File: config.mk
export PLATFORM = sky130hd
export DESIGN_NAME = axil_regbank
export DESIGN_NICKNAME = d
export VERILOG_FILES = /design/src/rtl/axil_regbank.sv
export SDC_FILE = /design/constraint.sdc
export NUM_CORES = 1
export LEC_CHECK = 0
export CAP_MARGIN = 20
export CORE_AREA = 10 10 187 154
export DETAILED_ROUTE_END_ITERATION = 6
export DIE_AREA = 0 0 197 164
export GPL_ROUTABILITY_DRIVEN = 0
export PLACE_DENSITY_LB_ADDON = 0.12
export SLEW_MARGIN = 10
export SYNTH_ARGS = -nofsm -noshare
export SYNTH_HDL_FRONTEND = slang
export SYNTH_SLANG_ARGS = --single-unit
File: constraint.sdc
create_clock -name clk -period 3.49 [get_ports clk]
set_input_delay 0.349 -clock clk [delete_from_list [all_inputs] [get_ports clk]]
set_output_delay 0.349 -clock clk [all_outputs]
set_load 0.005 [all_outputs]
File: src/rtl/axil_regbank.sv
// axil_regbank: AXI4-Lite register bank with version, scratch, control and status registers.
// Define STATUS_STICKY_EN to make status bits sticky (set by stat_in, cleared by writing 1).
module axil_regbank #(
  parameter int NUM_CTRL       = 4,
  parameter int NUM_STAT       = 4,
  parameter int MODULE_VERSION = 2,
  parameter int ADDR_BITS      = 7
) (
  input  logic                     clk,
  input  logic                     resetn,
  input  logic [31:0]              S_AXI_AWADDR,
  input  logic                     S_AXI_AWVALID,
  output logic                     S_AXI_AWREADY,
  input  logic [2:0]               S_AXI_AWPROT,
  input  logic [31:0]              S_AXI_WDATA,
  input  logic [3:0]               S_AXI_WSTRB,
  input  logic                     S_AXI_WVALID,
  output logic                     S_AXI_WREADY,
  output logic [1:0]               S_AXI_BRESP,
  output logic                     S_AXI_BVALID,
  input  logic                     S_AXI_BREADY,
  input  logic [31:0]              S_AXI_ARADDR,
  input  logic                     S_AXI_ARVALID,
  input  logic [2:0]               S_AXI_ARPROT,
  output logic                     S_AXI_ARREADY,
  output logic [31:0]              S_AXI_RDATA,
  output logic [1:0]               S_AXI_RRESP,
  output logic                     S_AXI_RVALID,
  input  logic                     S_AXI_RREADY,
  output logic [32*NUM_CTRL-1:0]   ctrl_out,
  output logic [NUM_CTRL-1:0]      ctrl_wstb,
  input  logic [32*NUM_STAT-1:0]   stat_in
);

  // Handshakes: a transfer happens on a rising edge where VALID and READY are both 1;
  // every READY/VALID output is a flop, so no output depends combinationally on an input.
  localparam logic [1:0] RESP_OKAY   = 2'd0;
  localparam logic [1:0] RESP_SLVERR = 2'd2;
  localparam logic [1:0] RESP_DECERR = 2'd3;
  localparam int IDX_CTRL = 2;
  localparam int IDX_STAT = 2 + NUM_CTRL;

  typedef enum logic {W_IDLE, W_RESP} w_state_e;
  typedef enum logic {R_IDLE, R_RESP} r_state_e;

  w_state_e w_state_q, w_state_d;
  r_state_e r_state_q, r_state_d;
  logic aw_held_q, aw_held_d, w_held_q, w_held_d;
  logic awready_q, awready_d, wready_q, wready_d, bvalid_q, bvalid_d;
  logic arready_q, arready_d, rvalid_q, rvalid_d;
  logic [ADDR_BITS-3:0] awaddr_q, awaddr_d;
  logic [31:0] wdata_q, wdata_d, rdata_q, rdata_d, scratch_q, scratch_d, wmask;
  logic [3:0]  wstrb_q, wstrb_d;
  logic [1:0]  bresp_q, bresp_d, rresp_q, rresp_d;
  logic [NUM_CTRL-1:0][31:0] ctrl_q, ctrl_d;
  logic [NUM_CTRL-1:0]       ctrl_wstb_q, ctrl_wstb_d;
  logic [NUM_STAT-1:0][31:0] stat_live, stat_view;
  int wr_idx, rd_idx;
  logic unused_bits;

  assign unused_bits = ^{S_AXI_AWPROT, S_AXI_ARPROT, S_AXI_AWADDR[31:ADDR_BITS],
                         S_AXI_AWADDR[1:0], S_AXI_ARADDR[31:ADDR_BITS], S_AXI_ARADDR[1:0]};
  assign stat_live = stat_in;

`ifdef STATUS_STICKY_EN
  logic [NUM_STAT-1:0][31:0] stat_q, stat_d, stat_clr;
  // Set wins over a same-edge W1C clear.
  assign stat_d    = (stat_q & ~stat_clr) | stat_live;
  assign stat_view = stat_q;
  always_ff @(posedge clk) begin
    if (!resetn) stat_q <= '0;
    else         stat_q <= stat_d;
  end
`else
  assign stat_view = stat_live;
`endif

  always_comb begin
    w_state_d   = w_state_q;
    aw_held_d   = aw_held_q;
    w_held_d    = w_held_q;
    awaddr_d    = awaddr_q;
    wdata_d     = wdata_q;
    wstrb_d     = wstrb_q;
    bvalid_d    = bvalid_q;
    bresp_d     = bresp_q;
    scratch_d   = scratch_q;
    ctrl_d      = ctrl_q;
    ctrl_wstb_d = '0;
`ifdef STATUS_STICKY_EN
    stat_clr    = '0;
`endif
    wr_idx = int'(awaddr_q);
    wmask  = {{8{wstrb_q[3]}}, {8{wstrb_q[2]}}, {8{wstrb_q[1]}}, {8{wstrb_q[0]}}};
    if (w_state_q == W_IDLE) begin
      if (S_AXI_AWVALID && awready_q) begin
        awaddr_d  = S_AXI_AWADDR[ADDR_BITS-1:2];
        aw_held_d = 1'b1;
      end
      if (S_AXI_WVALID && wready_q) begin
        wdata_d  = S_AXI_WDATA;
        wstrb_d  = S_AXI_WSTRB;
        w_held_d = 1'b1;
      end
      if (aw_held_q && w_held_q) begin
        aw_held_d = 1'b0;
        w_held_d  = 1'b0;
        bvalid_d  = 1'b1;
        w_state_d = W_RESP;
        bresp_d   = RESP_DECERR;
        if (wr_idx == 0) bresp_d = RESP_SLVERR;
        if (wr_idx == 1) begin
          bresp_d   = RESP_OKAY;
          scratch_d = (scratch_q & ~wmask) | (wdata_q & wmask);
        end
        for (int k = 0; k < NUM_CTRL; k++) begin
          if (wr_idx == IDX_CTRL + k) begin
            bresp_d        = RESP_OKAY;
            ctrl_d[k]      = (ctrl_q[k] & ~wmask) | (wdata_q & wmask);
            ctrl_wstb_d[k] = 1'b1;
          end
        end
        for (int k = 0; k < NUM_STAT; k++) begin
          if (wr_idx == IDX_STAT + k) begin
`ifdef STATUS_STICKY_EN
            bresp_d     = RESP_OKAY;
            stat_clr[k] = wdata_q & wmask;
`else
            bresp_d     = RESP_SLVERR;
`endif
          end
        end
      end
    end else if (S_AXI_BREADY) begin
      bvalid_d  = 1'b0;
      w_state_d = W_IDLE;
    end
    awready_d = (w_state_d == W_IDLE) && !aw_held_d;
    wready_d  = (w_state_d == W_IDLE) && !w_held_d;
  end

  // Reads use the current register values, so a same-edge write is not visible yet.
  always_comb begin
    r_state_d = r_state_q;
    rvalid_d  = rvalid_q;
    rdata_d   = rdata_q;
    rresp_d   = rresp_q;
    rd_idx    = int'(S_AXI_ARADDR[ADDR_BITS-1:2]);
    if (r_state_q == R_IDLE) begin
      if (S_AXI_ARVALID && arready_q) begin
        rvalid_d  = 1'b1;
        r_state_d = R_RESP;
        rresp_d   = RESP_DECERR;
        rdata_d   = '0;
        if (rd_idx == 0) begin
          rresp_d = RESP_OKAY;
          rdata_d = 32'(MODULE_VERSION);
        end
        if (rd_idx == 1) begin
          rresp_d = RESP_OKAY;
          rdata_d = scratch_q;
        end
        for (int k = 0; k < NUM_CTRL; k++) begin
          if (rd_idx == IDX_CTRL + k) begin
            rresp_d = RESP_OKAY;
            rdata_d = ctrl_q[k];
          end
        end
        for (int k = 0; k < NUM_STAT; k++) begin
          if (rd_idx == IDX_STAT + k) begin
            rresp_d = RESP_OKAY;
            rdata_d = stat_view[k];
          end
        end
      end
    end else if (S_AXI_RREADY) begin
      rvalid_d  = 1'b0;
      r_state_d = R_IDLE;
    end
    arready_d = (r_state_d == R_IDLE);
  end

  always_ff @(posedge clk) begin
    if (!resetn) begin
      w_state_q   <= W_IDLE;
      r_state_q   <= R_IDLE;
      aw_held_q   <= 1'b0;
      w_held_q    <= 1'b0;
      awready_q   <= 1'b0;
      wready_q    <= 1'b0;
      bvalid_q    <= 1'b0;
      arready_q   <= 1'b0;
      rvalid_q    <= 1'b0;
      awaddr_q    <= '0;
      wdata_q     <= '0;
      wstrb_q     <= '0;
      bresp_q     <= RESP_OKAY;
      rresp_q     <= RESP_OKAY;
      rdata_q     <= '0;
      scratch_q   <= '0;
      ctrl_q      <= '0;
      ctrl_wstb_q <= '0;
    end else begin
      w_state_q   <= w_state_d;
      r_state_q   <= r_state_d;
      aw_held_q   <= aw_held_d;
      w_held_q    <= w_held_d;
      awready_q   <= awready_d;
      wready_q    <= wready_d;
      bvalid_q    <= bvalid_d;
      arready_q   <= arready_d;
      rvalid_q    <= rvalid_d;
      awaddr_q    <= awaddr_d;
      wdata_q     <= wdata_d;
      wstrb_q     <= wstrb_d;
      bresp_q     <= bresp_d;
      rresp_q     <= rresp_d;
      rdata_q     <= rdata_d;
      scratch_q   <= scratch_d;
      ctrl_q      <= ctrl_d;
      ctrl_wstb_q <= ctrl_wstb_d;
    end
  end

  assign S_AXI_AWREADY = awready_q;
  assign S_AXI_WREADY  = wready_q;
  assign S_AXI_BVALID  = bvalid_q;
  assign S_AXI_BRESP   = bresp_q;
  assign S_AXI_ARREADY = arready_q;
  assign S_AXI_RVALID  = rvalid_q;
  assign S_AXI_RDATA   = rdata_q;
  assign S_AXI_RRESP   = rresp_q;
  assign ctrl_out      = ctrl_q;
  assign ctrl_wstb     = ctrl_wstb_q;

endmodule

# Word-level counts from Yosys, hierarchy flattened
# Cells that the tools add are included.
[word_totals] word_cells=135 regBits=250
[op_classes] reduce_logical=24 muxes=52 bitwise=18 eq_ne=20
[ops] op="32-bit 2-to-1 mux" count=9
[ops] op="32-bit AND" count=6
[ops] op="32-bit bitwise OR" count=5
[ops] op="5-bit by 4-bit equality test with 1-bit output (second input constant)" count=8
[ops] op="2-bit 2-to-1 mux" count=20
[ops] op="32-bit inverter" count=1
[ops] op="1-bit 2-to-1 mux" count=23
[ops] op="5-bit by 3-bit equality test with 1-bit output (second input constant)" count=4
[ops] op="5-bit equality test (second input constant)" count=4
[ops] op="3-bit AND reduction" count=5
[ops] op="2-bit AND reduction" count=6
[ops] op="5-bit by 2-bit equality test with 1-bit output (second input constant)" count=2
[ops] op="5-bit logical NOT" count=2
[ops] op="1-bit logical AND" count=6
[ops] op="1-bit inverter" count=6
[ops] op="2-bit != test (second input constant)" count=2
[ops] op="2-bit nonzero test" count=2
[ops] op="3-bit OR reduction" count=1
[ops] op="1-bit logical NOT" count=2

# Longest topological paths before layout
# Gate-level depths: netlist of run 1.
[logic_depth] word_depth=11 mapped_depth=9

# Worst setup path before layout of run 1
# OpenSTA, ideal clock, no wires.
[synth_path] path_kind="input -> register" from="input port S_AXI_ARADDR[5]" to="register rdata_q[10] (netlist: S_AXI_RDATA[10])" slack_ps=1696 setup_time_ps=128 t_required_ps=3362 stages=7 arrival_ps=1666 path_cell_list="buf_2 > or4b_1 > buf_2 > buf_2 > o32a_1 > o22ai_1 > a21oi_1"
[synth_via] elab_chain_cells=10 word_cells_on_any_way=18
[synth_rtl] item="start, declared" line_no="22" rtl="input logic [31:0] S_AXI_ARADDR,"
[synth_rtl] item="5-bit by 2-bit equality test with 1-bit output" line_no="159" rtl="if (rd_idx == 1) begin"
[synth_rtl] item="32-bit 2-to-1 mux" line_no="159"
[synth_rtl] item="32-bit 2-to-1 mux (4 in a row)" line_no="164" rtl="if (rd_idx == IDX_CTRL + k) begin"
[synth_rtl] item="32-bit 2-to-1 mux (3 in a row)" line_no="170" rtl="if (rd_idx == IDX_STAT + k) begin"
[synth_rtl] item="32-bit 2-to-1 mux *" line_no="170"
[synth_rtl] item="end signal, assigned" line_no="218" rtl="rdata_q <= rdata_d;"
[synth_rtl] item="end, declared" line_no="52" rtl="logic [31:0] wdata_q, wdata_d, rdata_q, rdata_d, scratch_q, scratch_d, wmask;"
# Mark *: on every way between the ends. The rest lies on a longest branch, timed or not.
# A chain may end at the register's enable or synchronous reset.

# Worst setup path after layout of run 1
[layout_path] from="input port S_AXI_ARADDR[6]" to="register rdata_q[26] (netlist: S_AXI_RDATA[26])"
# Same word-level chain as after synthesis.

==> out/metrics.yaml, run 1 <==
ys_ff_latch: 249
fin_crit_sh_pct: 73.6
r2r_cells: 5
synth.avg_cell_area_um2: 7.90
final_cell_area_um2: 17000
r2r-start: "awaddr_q[3]"
htreeDepth: 1
cp.buffers_inverters: 1
io_pins: 414
max_freq_mhz: 390
insertion_delay_ps: 530
final.min_clock_period_ps: 2570
synth_area_um2: 12400
status: "completed"
dpl.cell_count: 2154
cp_cell_sequence: "clkdlybuf4s50_1, or3_1, a21oi_1, o32a_1, o22ai_1, a21oi_1"
cts-resized-gates: 0
synth-edff-count: 0
track_usage_pct: 31.2
path_max_fanout: 15
routed.top_layer: "met5"
synth-seq-area-share_pct: 40.3
post-synth-top-area-cell: "dfxtp_1"
cap_viol_max_count: 0
finalWirelength_um: 53200
syn_nets: 1809
grt_start_max_net_pins: 137
crit_top_cell: "a21oi_1"
power.density_cell_area_nw_per_um2: 379
initial_core_util_pct: 49.6
synth-async-reset-ratio_pct: 0
grt_overflow: 0
synth.distinct_cells: 58
worst_path_dominant_cell_family: "compound AO/OA/AOI/OAI gates"
worstSetupPathType: "input pin to flop"
coreArea_um2: 25000
fin_worst_skew_ps: 13.8
clkTransAtPathRegs_ps: 70
vdd_drop_max_mv: 0.364
drtAntennaViolNets: 0
fp.dieArea_um2: 32300
cp_slowest_cell: "or3_1"
postPlaceCellArea_um2: 16100
cts_tree: "done"
tns_ps: 0
finalSetupViolCount: 0
yosysMostFrequentCell: "nand2_1"
route.met3.wl_um: 6320
port_buffers: 353
layout.nets: 2099
hpwlAfterDp_um: 38700
num_vias: 13400
final_cells: 2216
synthTopCellsByCount: "321 x nand2_1, 249 x dfxtp_1, 159 x a21boi_0"
fillers: 2159
rrSetupSlack_ps: 950
netlist_top_cells_area: "dfxtp_1 40%, nand2_1 9.7%, a21boi_0 9.6%"
post_cts_buffers: 0
p_leak_nw: 5.56
hold_path.startpoint: "S_AXI_ARADDR[2]"
die_width_um: 197
drt_iter0_drc: 1504
synthCells: 1568
required_ps: 3890
cts_sinks: 249
yosys_warnings: 0
vias_per_cell: 6.06
cts-hold-fix-buffers: 0
die_h_um: 164
syn_to_final_growth_pct: 37.0
worstMarginPinSlew_ps: 958
relSlewSlack_pct: 35.9
drive_gt1_share_pct: 6.13
holdPathEnd: "S_AXI_RDATA[16]"
wl_per_cell_um: 24.0
ys.flop_type: "dfxtp_1"
clock_path_buffers: 3
grt_pass1_wl_um: 78600
synth_top_cell_area_share_pct: 40.3
antenna_found_initial: 16
cpPeakStageDelay_ps: 770
grt_pass1_vias: 12900
critPathLaunchType: "input pin"
cts_root_buf: "clkbuf_16"
hold_violations: 0
hold_depth: 3
slew_viol_final: 0
startpoint: "S_AXI_ARADDR[6]"
wl_met2_um: 23700
firstDrtPassIters: 6
cp_data_arrival_time_ps: 2970
holdCritPathClass: "input pin to flop"
row_count: 52
cts_made_buffers: 26
worstSetupEndpointType: "flop"
drc: 0
rsz0062_at_grt: "no"
drt-met1-wl_um: 21300
[logic make-up (layout without fill, tap and decap cells)]
group	after synthesis	after routing	synth area share, %
flops	249	249	40.3
buf+inv	150	459	5.38
compound gates	468	468	26.6
mux	9	9	0.738
other cells	0	15	0
simple gates	692	692	27.0
[metal layers]
layer / global-route usage (%) / vias up
met3: 10.1 / 120
met1: 40.0 / 6376
li1: - / 6165
met4: 12.7 / 4
met2: 47.7 / 753
met5: 0 / -
[stage by stage]
stage          utilization [%]  hold slack, ps  setup slack (ps)  power [W]
2_1_floorplan                -             428              1700    0.00334
3_3_place_gp              64.5             438               574    0.00375
3_5_place_dp              64.5             439               457    0.00375
4_1_cts                   67.8             346              1000    0.00644
5_1_grt                   67.9             381               864    0.00663
6_report                  67.9             365               923    0.00643
[how the worst max path moves through the flow]
stage	slack (ps)	depth (start not counted)	to
floorplan	1700	7	S_AXI_RDATA[10]
global placement	570	6	S_AXI_RDATA[10]
detailed placement	460	7	S_AXI_RDATA[22]
CTS	1000	7	S_AXI_RDATA[22]
global route	860	7	S_AXI_RDATA[22]
finish	920	6	S_AXI_RDATA[26]
[final cells by class]
cell class                 instances  area, um2  area share (%)
multi-input combinational       1169       6760            39.8
sequential                       249       4980            29.4
timing repair buffer             403       3930            23.1
clock buffer                      40        764            4.51
tap                              324        405            2.39
clock inverter                     7       60.1           0.354
antenna                           15       37.5           0.221
inverter                           9       33.8           0.199
[where the power goes]
| group | switching, W | leakage (nW) | internal, W |
|---|---|---|---|
| Clock | 0.00115 | 0.410 | 0.00157 |
| Combinational | 0.000365 | 3.14 | 0.000376 |
| Sequential | 0.0000740 | 2.01 | 0.00289 |
| Total | 0.00159 | 5.56 | 0.00484 |
[cells in the final DEF, fill, tap and decap left out, types with 19 or more instances in the layout]
| cell type | netlist | final |
|---|---|---|
| clkdlybuf4s50_1 | 0 | 349 |
| nand3b_1 | 35 | 35 |
| a21boi_1 | 49 | 49 |
| clkbuf_16 | 0 | 27 |
| or3_1 | 30 | 30 |
| nand2_1 | 321 | 321 |
| nand3_1 | 137 | 137 |
| o22ai_1 | 20 | 20 |
| nand2b_1 | 19 | 19 |
| buf_4 | 3 | 50 |
| nor2b_1 | 25 | 25 |
| a21boi_0 | 159 | 159 |
| dfxtp_1 | 249 | 249 |
| a221oi_1 | 28 | 28 |
| o21ai_0 | 27 | 27 |
| nor2_1 | 68 | 65 |
| a21oi_1 | 88 | 88 |
| o211ai_1 | 40 | 40 |
[worst min-delay path: cells and delay by family]
family	cells	cell delay, ps
and+or+nand+nor	1	160
AOI/OAI and AO/OA	1	90
buffers and inverters	1	230
No activity file was read; power rests on OpenSTA's default activity.
==> run 2, diff against run 1 <==
- CORE_AREA: 10 10 187 154 -> 10 10 195 160
- DIE_AREA: 0 0 197 164 -> 0 0 205 170
- clock period: 3.49 -> 2.5 ns (I/O delays scaled with it)
==> run 2 against run 1 <==
Non-clock buffer count rose by 18. Sequential cell count unchanged. Die area grew 7.9%. Worst hold slack got worse by 120 ps. Sequential share of layout area fell by 0.60 points. Final cell count rose by 2.3%. Sequential power rose by 39%. First-iteration DRC count decreased by 21%. Clock power rose by 46%. Register-to-register slack worse by 710 ps. Utilization down 4.0 points. Combinational power rose by 46%.
==> out/metrics.yaml, run 2 (synthesized netlist as in run 1, its figures left out) <==
cts_sinks: 249
hold_violations: 0
required_ps: 2910
cp_data_arrival_time_ps: 2670
mostFrequentLayoutCells: "349 x clkdlybuf4s50_1, 321 x nand2_1, 249 x dfxtp_1"
die_width_um: 205
rsz0062_at_grt: "no"
layout_commonest_cell: "clkdlybuf4s50_1"
clock_path_buffers: 3
cts_root_buf: "clkbuf_16"
p_leak_nw: 5.71
hpwlAfterDp_um: 39900
tns_ps: 0
layout.nets: 2117
drtAntennaViolNets: 0
cts-hold-fix-buffers: 0
pre_cts_ws_ps: 125
path_max_fanout: 11
switchingPower_w: 0.00226
p_int_w: 0.00692
cts-resized-gates: 0
initial_core_util_pct: 45.7
drt_iter0_drc: 1190
r2r-start: "awaddr_q[3]"
r2r_cells: 5
power.density_cell_area_nw_per_um2: 530
cap_viol_max_count: 0
slew_viol_final: 0
postPlaceCellArea_um2: 16400
insertion_delay_ps: 550
cts_made_buffers: 26
syn_to_final_growth_pct: 39.9
htreeDepth: 1
cts_tree: "done"
wl_per_cell_um: 23.8
vdd_drop_max_mv: 0.457
hold_path.startpoint: "resetn"
p_comb_share_pct: 11.7
firstDrtPassIters: 7
antenna_found_initial: 10
hold_depth: 2
finalSetupViolCount: 0
grt_overflow: 0
final_util_pct: 63.9
fillers: 2386
die_h_um: 170
port_buffers: 353
clkTransAtPathRegs_ps: 60
rrSetupSlack_ps: 240
post_cts_buffers: 0
coreArea_um2: 27100
max_freq_mhz: 443
relSlewSlack_pct: 30.9
fin_crit_sh_pct: 90.2
holdCritPathClass: "input pin to flop"
drc: 0
track_usage_pct: 29.3
final_cell_area_um2: 17300
final.min_clock_period_ps: 2260
drive_gt1_share_pct: 7.23
num_vias: 13200
worstSetupEndpointType: "flop"
switching_share_pct: 24.6
setup_ws_ps: 244
grt_start_max_net_pins: 88
worstMarginPinSlew_ps: 1030
status: "completed"
fin_worst_skew_ps: 18.2
row_count: 54
worstSetupPathType: "flop to flop"
grt_pass1_wl_um: 79400
seqPwrFrac_pct: 45.0
finalWirelength_um: 53900
holdPathEnd: "S_AXI_RVALID"
critPathLaunchType: "flop"
io_pins: 414
grt_pass1_vias: 12600
fp.dieArea_um2: 34900
vias_per_cell: 5.82
pwr-share-clk_pct: 43.2
run 2: cell count changes in the layout (fill, tap and decap cells not counted), moves of 2 or more:
cell,delta
clkinv_2,-2
clkbuf_8,+5
buf_12,+11
clkbuf_1,-4
diode_2,-5
buf_4,+7
run 2: worst max-delay path: stages (launching register included):
cell and delay [ps]:
dfxtp_1 380, or4b_4 610, nor2_4 450, nand2_1 420, nand2_1 160, a21boi_0 90
run 2: cell type report:
cell class                      instances  area [um2]  share of cell area (%)
Antenna cell                           10        25.0                   0.144
Clock buffer                           41         818                    4.72
Clock inverter                          5        50.0                   0.289
Inverter                                9        33.8                   0.195
Multi-Input combinational cell       1169        6760                    39.0
Sequential cell                       249        4980                    28.8
Tap cell                              364         455                    2.63
Timing Repair Buffer                  421        4200                    24.2
run 2: metal layers:
layer / GRT usage (%) / wire length [um] / up-vias
met2: 45.3 / 23900 / 656
met1: 38.2 / 22100 / 6267
met5: 0 / 0 / -
met3: 9.05 / 6380 / 89
li1: - / - / 6192
met4: 9.67 / 1500 / 0
run 2: worst max-delay path by stage:
| stage | slack [ps] | endpoint | startpoint |
|---|---|---|---|
| 6_report | 240 | flop | awaddr_q[3] |
| 5_1_grt | 180 | flop | awaddr_q[3] |
| 3_5_place_dp | 120 | S_AXI_RDATA[17] | S_AXI_ARADDR[6] |
| 3_3_place_gp | 160 | S_AXI_RDATA[17] | S_AXI_ARADDR[6] |
| 2_1_floorplan | 720 | flop | awaddr_q[3] |
| 4_1_cts | 320 | flop | awaddr_q[3] |
run 2: stage by stage:
| stage | power [W] | cells | hold WS, ps |
|---|---|---|---|
| finish | 0.00918 | 2268 | 245 |
| detailed placement | 0.00528 | 2212 | 442 |
| global placement | 0.00527 | 2212 | 439 |
| floorplan | 0.00467 | 1568 | 394 |
| CTS | 0.00920 | 2258 | 240 |
| global route | 0.00944 | 2266 | 252 |
run 2: power by group through the flow:
stage / combinational (W) / clock [W] / sequential, W
floorplan: 0.000482 / 0 / 0.00419
global placement: 0.00106 / 0 / 0.00421
detailed placement: 0.00106 / 0 / 0.00422
CTS: 0.00107 / 0.00400 / 0.00413
global route: 0.00115 / 0.00415 / 0.00414
finish: 0.00108 / 0.00397 / 0.00413
==> run 3, diff against run 2 <==
- CORE_AREA: 10 10 195 160 -> 10 10 191 157
- CTS_BUF_LIST: unset -> sky130_fd_sc_hd__clkbuf_4
- DIE_AREA: 0 0 205 170 -> 0 0 201 167
- clock period: 2.5 -> 2.34 ns (I/O delays scaled with it)
==> run 3 against run 2 <==
Clock power shrank 6.8%. Wire length rose by 0.31%. Worst hold slack got worse by 160 ps. Critical path type unchanged. Largest cell class unchanged.
==> out/metrics.yaml, run 3 (synthesized netlist as in run 1, its figures left out) <==
power_w: 0.00927
drt_iter0_drc: 1503
worst_path_dominant_cell_family: "simple AND/OR/NAND/NOR gates"
num_vias: 13600
fin_worst_skew_ps: 38.9
mostFrequentLayoutCells: "349 x clkdlybuf4s50_1, 321 x nand2_1, 249 x dfxtp_1"
cp_slowest_cell: "or4b_4"
startpoint: "awaddr_q[3]"
slew_viol_final: 0
layout.nets: 2164
die_h_um: 167
cts-resized-gates: 0
hold_ws_ps: 89.4
cts_root_buf: "clkbuf_4"
clkTransAtPathRegs_ps: 60
final_cells: 2325
final.min_clock_period_ps: 2160
power.density_cell_area_nw_per_um2: 539
antenna_found_initial: 8
layout_commonest_cell: "clkdlybuf4s50_1"
relSlewSlack_pct: 32.2
cp_cell_sequence: "or4b_4, nor3_4, buf_12, nand2_1, nand2_1, a21boi_0"
drive_gt1_share_pct: 10.3
pre_cts_ws_ps: -189
dpl.cell_count: 2211
drc: 0
finalSetupViolCount: 0
drtAntennaViolNets: 0
wl_per_cell_um: 23.3
holdCritPathClass: "input pin to flop"
cp_data_arrival_time_ps: 2710
grt_pass1_vias: 12900
cap_viol_max_count: 0
setup_ws_ps: 178
initial_core_util_pct: 47.5
max_freq_mhz: 463
crit_top_cell: "nand2_1"
cts_sinks: 249
vias_per_cell: 5.85
hpwlAfterDp_um: 39900
critPathLaunchType: "flop"
hold_violations: 0
port_buffers: 353
ff_latch_area_um2: 4980
clock_path_buffers: 3
track_usage_pct: 30.6
rsz0062_at_grt: "no"
path_max_fanout: 37
firstDrtPassIters: 7
cts_tree: "done"
grt_start_max_net_pins: 109
required_ps: 2890
fillers: 2297
cts-hold-fix-buffers: 0
worstSetupEndpointType: "flop"
cp.buffers_inverters: 1
post_cts_buffers: 0
grt_pass1_wl_um: 80700
cpPeakStageDelay_ps: 600
htreeDepth: 3
coreArea_um2: 26100
io_pins: 414
fin_crit_sh_pct: 92.4
vdd_drop_max_mv: 0.349
worstSetupPathType: "flop to flop"
fp.dieArea_um2: 33600
hold_path.startpoint: "S_AXI_WDATA[15]"
grt_overflow: 0
multi_input_area_um2: 6760
row_count: 53
cts_made_buffers: 67
r2r-start: "awaddr_q[3]"
status: "completed"
insertion_delay_ps: 700
worstMarginPinSlew_ps: 1010
finalWirelength_um: 54100
p_leak_nw: 5.74
syn_to_final_growth_pct: 39.0
tns_ps: 0
die_width_um: 201
## run 3: path summary, 6_finish.rpt
| path | endpoint | slack [ps] | cells after the start |
|---|---|---|---|
| max | flop | 180 | 6 |
| min reg2reg | flop | 450 | 2 |
| min | wdata_q[15] | 90 | 3 |
| max reg2reg | flop | 180 | 6 |
## run 3: final cells by class
type,instances,area share (%)
multi-input cells,1169,39.3
diodes,9,0.131
clock inverters,11,0.393
well taps,357,2.60
clock buffers,94,4.10
flip-flops and latches,249,29.0
repair buffers,427,24.3
inverters,9,0.196
## run 3: tightest hold or removal path: stages
cell	delay, ps
clkdlybuf4s50_1	390
nand2_1	50
a21boi_0	60
## run 3: routing by layer
| layer | routed length, um | global-route usage (%) |
|---|---|---|
| met5 | 13 | 0 |
| met1 | 22500 | 40.2 |
| met2 | 24100 | 46.8 |
| met4 | 1330 | 11.0 |
| met3 | 6070 | 8.84 |
## run 3: power breakdown
group / switching (W) / total, W / internal [W]
sequential: 0.000107 / 0.00442 / 0.00431
clock: 0.00185 / 0.00370 / 0.00185
combinational: 0.000561 / 0.00115 / 0.000593
total: 0.00252 / 0.00927 / 0.00676
## run 3: per-stage QoR
step	utilization (%)	area [um2]
2_1_floorplan	-	12400
3_3_place_gp	63.0	16400
3_5_place_dp	63.0	16400
4_1_cts	65.9	17200
5_1_grt	66.0	17200
6_report	66.0	17200
